`src/rtl/muldiv_unit.sv`:
```
// muldiv_unit: multi-cycle RV32M/RV64M multiply/divide unit for the EX stage.
//
// Multiplies produce the full 2*XLEN product at accept and present the selected half one
// edge later. Divides and remainders run on an iterative radix-2 restoring divider, one
// quotient bit per cycle, followed by a sign-fixup cycle. Division by zero and signed
// overflow are resolved at accept without iterating.
//
// Ports:
//   CLK         clock, rising-edge active
//   RESET       synchronous active-high reset
//   in_valid    operation request
//   in_ready    unit can accept (IDLE and RESET low)
//   in_op       RISC-V funct3 (MUL, MULH, MULHSU, MULHU, DIV, DIVU, REM, REMU)
//   in_a        rs1 value
//   in_b        rs2 value
//   flush       abort any in-flight operation; result is discarded
//   out_valid   result available (DONE)
//   out_ready   consumer takes the result
//   out_result  result, held stable while out_valid is high
module muldiv_unit #(
    parameter int unsigned XLEN = 32
) (
    input  logic            CLK,
    input  logic            RESET,
    input  logic            in_valid,
    output logic            in_ready,
    input  logic [2:0]      in_op,
    input  logic [XLEN-1:0] in_a,
    input  logic [XLEN-1:0] in_b,
    input  logic            flush,
    output logic            out_valid,
    input  logic            out_ready,
    output logic [XLEN-1:0] out_result
);

    localparam int unsigned CntW = $clog2(XLEN + 1);

    typedef enum logic [1:0] {StIdle, StDiv, StFix, StDone} state_e;

    state_e          state_q, state_d;
    logic [CntW-1:0] count_q, count_d;
    logic [XLEN-1:0] quot_q, quot_d;
    logic [XLEN-1:0] rem_q, rem_d;
    logic [XLEN-1:0] divisor_q, divisor_d;
    logic [XLEN-1:0] result_q, result_d;
    logic            is_rem_q, is_rem_d;
    logic            neg_quot_q, neg_quot_d;
    logic            neg_rem_q, neg_rem_d;

    logic              accept;
    logic              mul_a_signed, mul_b_signed, div_signed;
    logic [2*XLEN-1:0] mul_a, mul_b, product;
    logic [XLEN-1:0]   mul_res;
    logic              a_neg, b_neg;
    logic [XLEN-1:0]   abs_a, abs_b;
    logic              div_by_zero, div_ovf;
    logic [XLEN-1:0]   div_special;
    logic [XLEN:0]     rem_shift, rem_diff;
    logic              q_bit;

    // Handshake outputs depend only on registered state (and RESET).
    assign in_ready   = (state_q == StIdle) && !RESET;
    assign out_valid  = (state_q == StDone);
    assign out_result = result_q;
    assign accept     = in_valid && in_ready && !flush;

    // Multiply: sign-extend both operands to 2*XLEN so a single unsigned multiply yields the
    // correct low 2*XLEN bits for every signedness combination.
    assign mul_a_signed = (in_op[1:0] == 2'b01) || (in_op[1:0] == 2'b10);
    assign mul_b_signed = (in_op[1:0] == 2'b01);
    assign mul_a   = {{XLEN{mul_a_signed & in_a[XLEN-1]}}, in_a};
    assign mul_b   = {{XLEN{mul_b_signed & in_b[XLEN-1]}}, in_b};
    assign product = mul_a * mul_b;
    assign mul_res = (in_op[1:0] == 2'b00) ? product[XLEN-1:0] : product[2*XLEN-1:XLEN];

    // Divide operand conditioning. DIV/REM are signed (funct3[0] == 0).
    assign div_signed  = !in_op[0];
    assign a_neg       = div_signed & in_a[XLEN-1];
    assign b_neg       = div_signed & in_b[XLEN-1];
    assign abs_a       = a_neg ? -in_a : in_a;
    assign abs_b       = b_neg ? -in_b : in_b;
    assign div_by_zero = (in_b == '0);
    assign div_ovf     = div_signed && (in_a == {1'b1, {(XLEN-1){1'b0}}}) && (in_b == '1);

    always_comb begin
        div_special = '0;
        if (div_by_zero) begin
            div_special = in_op[1] ? in_a : '1;
        end else begin
            div_special = in_op[1] ? '0 : in_a;
        end
    end

    // Restoring step: quot_q doubles as the dividend shift register, its MSB feeds the
    // partial remainder while quotient bits shift in at the LSB.
    assign rem_shift = {rem_q, quot_q[XLEN-1]};
    assign rem_diff  = rem_shift - {1'b0, divisor_q};
    assign q_bit     = !rem_diff[XLEN];

    always_comb begin
        state_d    = state_q;
        count_d    = count_q;
        quot_d     = quot_q;
        rem_d      = rem_q;
        divisor_d  = divisor_q;
        result_d   = result_q;
        is_rem_d   = is_rem_q;
        neg_quot_d = neg_quot_q;
        neg_rem_d  = neg_rem_q;

        if (flush) begin
            // Abort: back to IDLE, out_result keeps its last committed value.
            state_d = StIdle;
            count_d = '0;
        end else begin
            case (state_q)
                StIdle: begin
                    if (accept) begin
                        if (!in_op[2]) begin
                            result_d = mul_res;
                            state_d  = StDone;
                        end else if (div_by_zero || div_ovf) begin
                            result_d = div_special;
                            state_d  = StDone;
                        end else begin
                            quot_d     = abs_a;
                            rem_d      = '0;
                            divisor_d  = abs_b;
                            count_d    = CntW'(XLEN);
                            is_rem_d   = in_op[1];
                            neg_quot_d = a_neg ^ b_neg;
                            neg_rem_d  = a_neg;
                            state_d    = StDiv;
                        end
                    end
                end
                StDiv: begin
                    rem_d   = q_bit ? rem_diff[XLEN-1:0] : rem_shift[XLEN-1:0];
                    quot_d  = {quot_q[XLEN-2:0], q_bit};
                    count_d = count_q - CntW'(1);
                    if (count_q == CntW'(1)) begin
                        state_d = StFix;
                    end
                end
                StFix: begin
                    if (is_rem_q) begin
                        result_d = neg_rem_q ? -rem_q : rem_q;
                    end else begin
                        result_d = neg_quot_q ? -quot_q : quot_q;
                    end
                    state_d = StDone;
                end
                StDone: begin
                    if (out_ready) begin
                        state_d = StIdle;
                    end
                end
                default: begin
                    state_d = StIdle;
                end
            endcase
        end
    end

    always_ff @(posedge CLK) begin
        if (RESET) begin
            state_q    <= StIdle;
            count_q    <= '0;
            quot_q     <= '0;
            rem_q      <= '0;
            divisor_q  <= '0;
            result_q   <= '0;
            is_rem_q   <= 1'b0;
            neg_quot_q <= 1'b0;
            neg_rem_q  <= 1'b0;
        end else begin
            state_q    <= state_d;
            count_q    <= count_d;
            quot_q     <= quot_d;
            rem_q      <= rem_d;
            divisor_q  <= divisor_d;
            result_q   <= result_d;
            is_rem_q   <= is_rem_d;
            neg_quot_q <= neg_quot_d;
            neg_rem_q  <= neg_rem_d;
        end
    end

endmodule

```
`config.mk`:
```
export PLATFORM = sky130hd
export DESIGN_NAME = muldiv_unit
export DESIGN_NICKNAME = d
export VERILOG_FILES = /design/src/rtl/muldiv_unit.sv
export SDC_FILE = /design/constraint.sdc
export NUM_CORES = 2
export LEC_CHECK = 0
export ABC_AREA = 1
export CAP_MARGIN = 20
export CORE_MARGIN = 3
export CORE_UTILIZATION = 65
export DETAILED_ROUTE_END_ITERATION = 6
export PLACE_DENSITY = 0.9
export SLEW_MARGIN = 40
export SYNTH_ARGS = -nofsm -noshare
export SYNTH_HDL_FRONTEND = slang
export SYNTH_SLANG_ARGS = --single-unit
```
`constraint.sdc`:
```
create_clock -name CLK -period 15.5 [get_ports CLK]
set_clock_uncertainty 0.05 [all_clocks]
set_input_delay 3.1 -clock CLK [delete_from_list [all_inputs] [get_ports CLK]]
set_output_delay 3.1 -clock CLK [all_outputs]
set_load 0.01 [all_outputs]
```
==> run metrics <==
status finished with violations; failing checks design-rule violations; CTS max path bufs 2; CTS buffer count 17; via count 48.7k; Worst Setup EP out_result[22]; most frequent cells in the layout nand2_1, inv_1, fa_1; max-capacitance violation count 0; worst-path maximum fanout 31; RSZ-0062 raised after global routing no; starting density of the core 66.1%; top layer in use met5; post-route insts no fill 8183; Fin. Hold Viols 0; Tmin final 12440 ps; GRT overflow 0; met2 routed WL 85000 um; CP required 15760 ps; Setup crit end kind flip-flop; Worst Reg2Reg Path Length in Cells 16; root buf cell clkbuf_16; Core Region 79600 um2; Adder-Cell Fraction of Synth Area 49.5%; async set-or-reset flop fraction in the synthesized netlist 0%; global-route wire length before repair 288000 um; Placer Congestion 1.08; Worst path most repeated cell nand2_1; sequential share of the synthesized area 5.28%; drt via density 5.95; actual slew at the worst max-slew pin 860 ps; die area 84500 um2; die height 291 um; reg2reg end rem_q[1]; Cells after DPL 8145; I/O Pins 106; Detail Route Antenna Nets 0; htree depth 4; largest net degree at the start of global routing 71; Max Slew Vio Count 0; DRT Pass-1 Iters 7; CTS Hold Bufs 0; Yosys Warn Count 0; initial antenna violation count 6; Worst Hold Class flip-flop to flip-flop; post-synthesis simple-gate area fraction 20.3%; setup bufs post-CTS 0; Max Clk Rate 80.4 MHz; Filler Cell Count 6324; CTS Sinks 139; Port Buf Inserts 105; Setup Crit Path Kind primary input to flip-flop; row cnt 103; setup TNS 0 ps; Post-synth EDFFs 0; GR Util All Layers 44.2%; Layout Nets 8569; reg-to-reg slack, setup 11860 ps; Post-Syn Area 52700 um2; Critical Path AT 12700 ps; Compound-Gate Fraction of Synth Area 7.20%; Clk Latency, worst-skew pair 460 ps; leading cell type in the layout, fill and taps excluded nand2_1; Synth Instances 7261; slowest stage delay, CP 880 ps; WL met1 63900 um; CTS tree done; Synth Register Bits 139; mux cell area share after synthesis 0%; CP max stage cell fa_1; starting DRC count in detailed routing 4955; Die Wd 291 um; syn_area_per_cell 7.25 um2; vias in the first global route 52.1k; R2R Path Start quot_q[31]; syn nets 8716; post-route cell area 54700 um2; XOR/XNOR Fraction of Synth Area 1.53%; crit path launch in_op[1]; post-layout util 68.7%; largest family of logic cells by synthesized area adder cells; relative slew slack 42.7%; CP Launch Type primary input; layout cells sized above 1 2.41%; met3 wire len 20300 um; clk slew on worst S/H paths 70 ps; Cell variety after synth 51; post-route clock period utilization 80.2%; DP Area 54100 um2; Syn-to-layout area delta 3.92%; DRC 8; DR WL/cell 22.6 um; Post-synth top flop dfxtp_1; final setup violation count 0; total wire length 185000 um; detailed placement HPWL 146000 um; cts repair resizes 0
==> stage by stage <==
step                      worst slack, ps  hold WS [ps]
after global placement               2930           404
after global routing                 2590           447
after CTS                            3240           419
final                                3060           415
after floorplan                      4450           380
after detailed placement             2820           409
==> kinds of logic after synthesis <==
group | Yosys count
and+or+nand+nor | 2676
buffers and inverters | 2240
adders and majority gates | 1412
AOI/OAI and AO/OA | 702
DFF | 139
xor gates and xnor gates | 92
==> area by class of cell <==
class                      count  area, um2  area share, %
clock inverter                13        156          0.286
antenna                        6       15.0         0.0274
inverter                    1880       7060           12.9
timing repair buffer         194       1620           2.96
sequential                   139       2780           5.09
multi-input combinational   4882      41300           75.5
tap                         1050       1310           2.40
clock buffer                  19        443          0.809
==> how the worst min path moves through the flow <==
| stage | startpoint | to | slack (ps) | depth (start not counted) |
|---|---|---|---|---|
| after floorplan | divisor_q[11] | divisor_q[11] | 380 | 2 |
| after global placement | divisor_q[2] | divisor_q[2] | 400 | 2 |
| after detailed placement | out_result[12] | out_result[12] | 410 | 2 |
| after CTS | out_result[12] | out_result[12] | 420 | 2 |
| after global routing | out_result[12] | out_result[12] | 450 | 2 |
| final | out_result[12] | out_result[12] | 420 | 2 |
==> sequential cells by signal (all words and copies together) (netlist names) <==
| signal | flops |
|---|---|
| neg_quot_q | 1 |
| is_rem_q | 1 |
| divisor_q | 32 |
| rem_q | 32 |
| out_result | 32 |
| quot_q | 32 |
| count_q | 6 |
| state_q | 2 |
| neg_rem_q | 1 |
==> synth_stat cells, types with 4 or more instances <==
library cell / number / area (um2)
inv_2: 7 / 26.3
a211oi_1: 14 / 105
a31oi_1: 30 / 188
clkbuf_1: 177 / 664
fa_1: 1126 / 22500
nor3_1: 43 / 215
buf_1: 111 / 417
nand2_1: 1915 / 7190
ha_1: 257 / 3220
xor2_1: 69 / 604
buf_2: 62 / 310
inv_1: 1868 / 7010
o21ai_0: 249 / 1250
a21oi_1: 325 / 1630
or2_2: 6 / 37.5
nor2_1: 397 / 1490
xnor2_1: 23 / 201
o211ai_1: 25 / 188
o21bai_1: 24 / 180
maj3_1: 29 / 290
a21o_1: 8 / 60.1
nor2_2: 4 / 25.0
buf_6: 7 / 78.8
nand4_1: 41 / 257
o21ai_1: 4 / 20.0
dfxtp_1: 139 / 2780
o22ai_1: 4 / 25.0
nand3b_1: 10 / 75.1
nand3_1: 233 / 1170
o31ai_1: 6 / 45.0
nor4_1: 14 / 87.6
clkinv_1: 5 / 18.8
==> critical path: cells and delay by family <==
| kind | cells | cell delay, ps |
|---|---|---|
| and+or+nand+nor | 15 | 1940 |
| AOI/OAI and AO/OA | 1 | 50 |
| buffers and inverters | 11 | 2420 |
| adders and majority gates | 10 | 5160 |
==> layer usage <==
layer / vias up / GRT usage [%]
li1: 20900 / -
met1: 23400 / 53.0
met5: - / 0
met2: 3468 / 71.5
met3: 1033 / 10.4
met4: 4 / 29.2
Power is left out: the tool's default activity adds up to more than one toggle a clock period on the data nets, which glitch-free logic cannot reach.
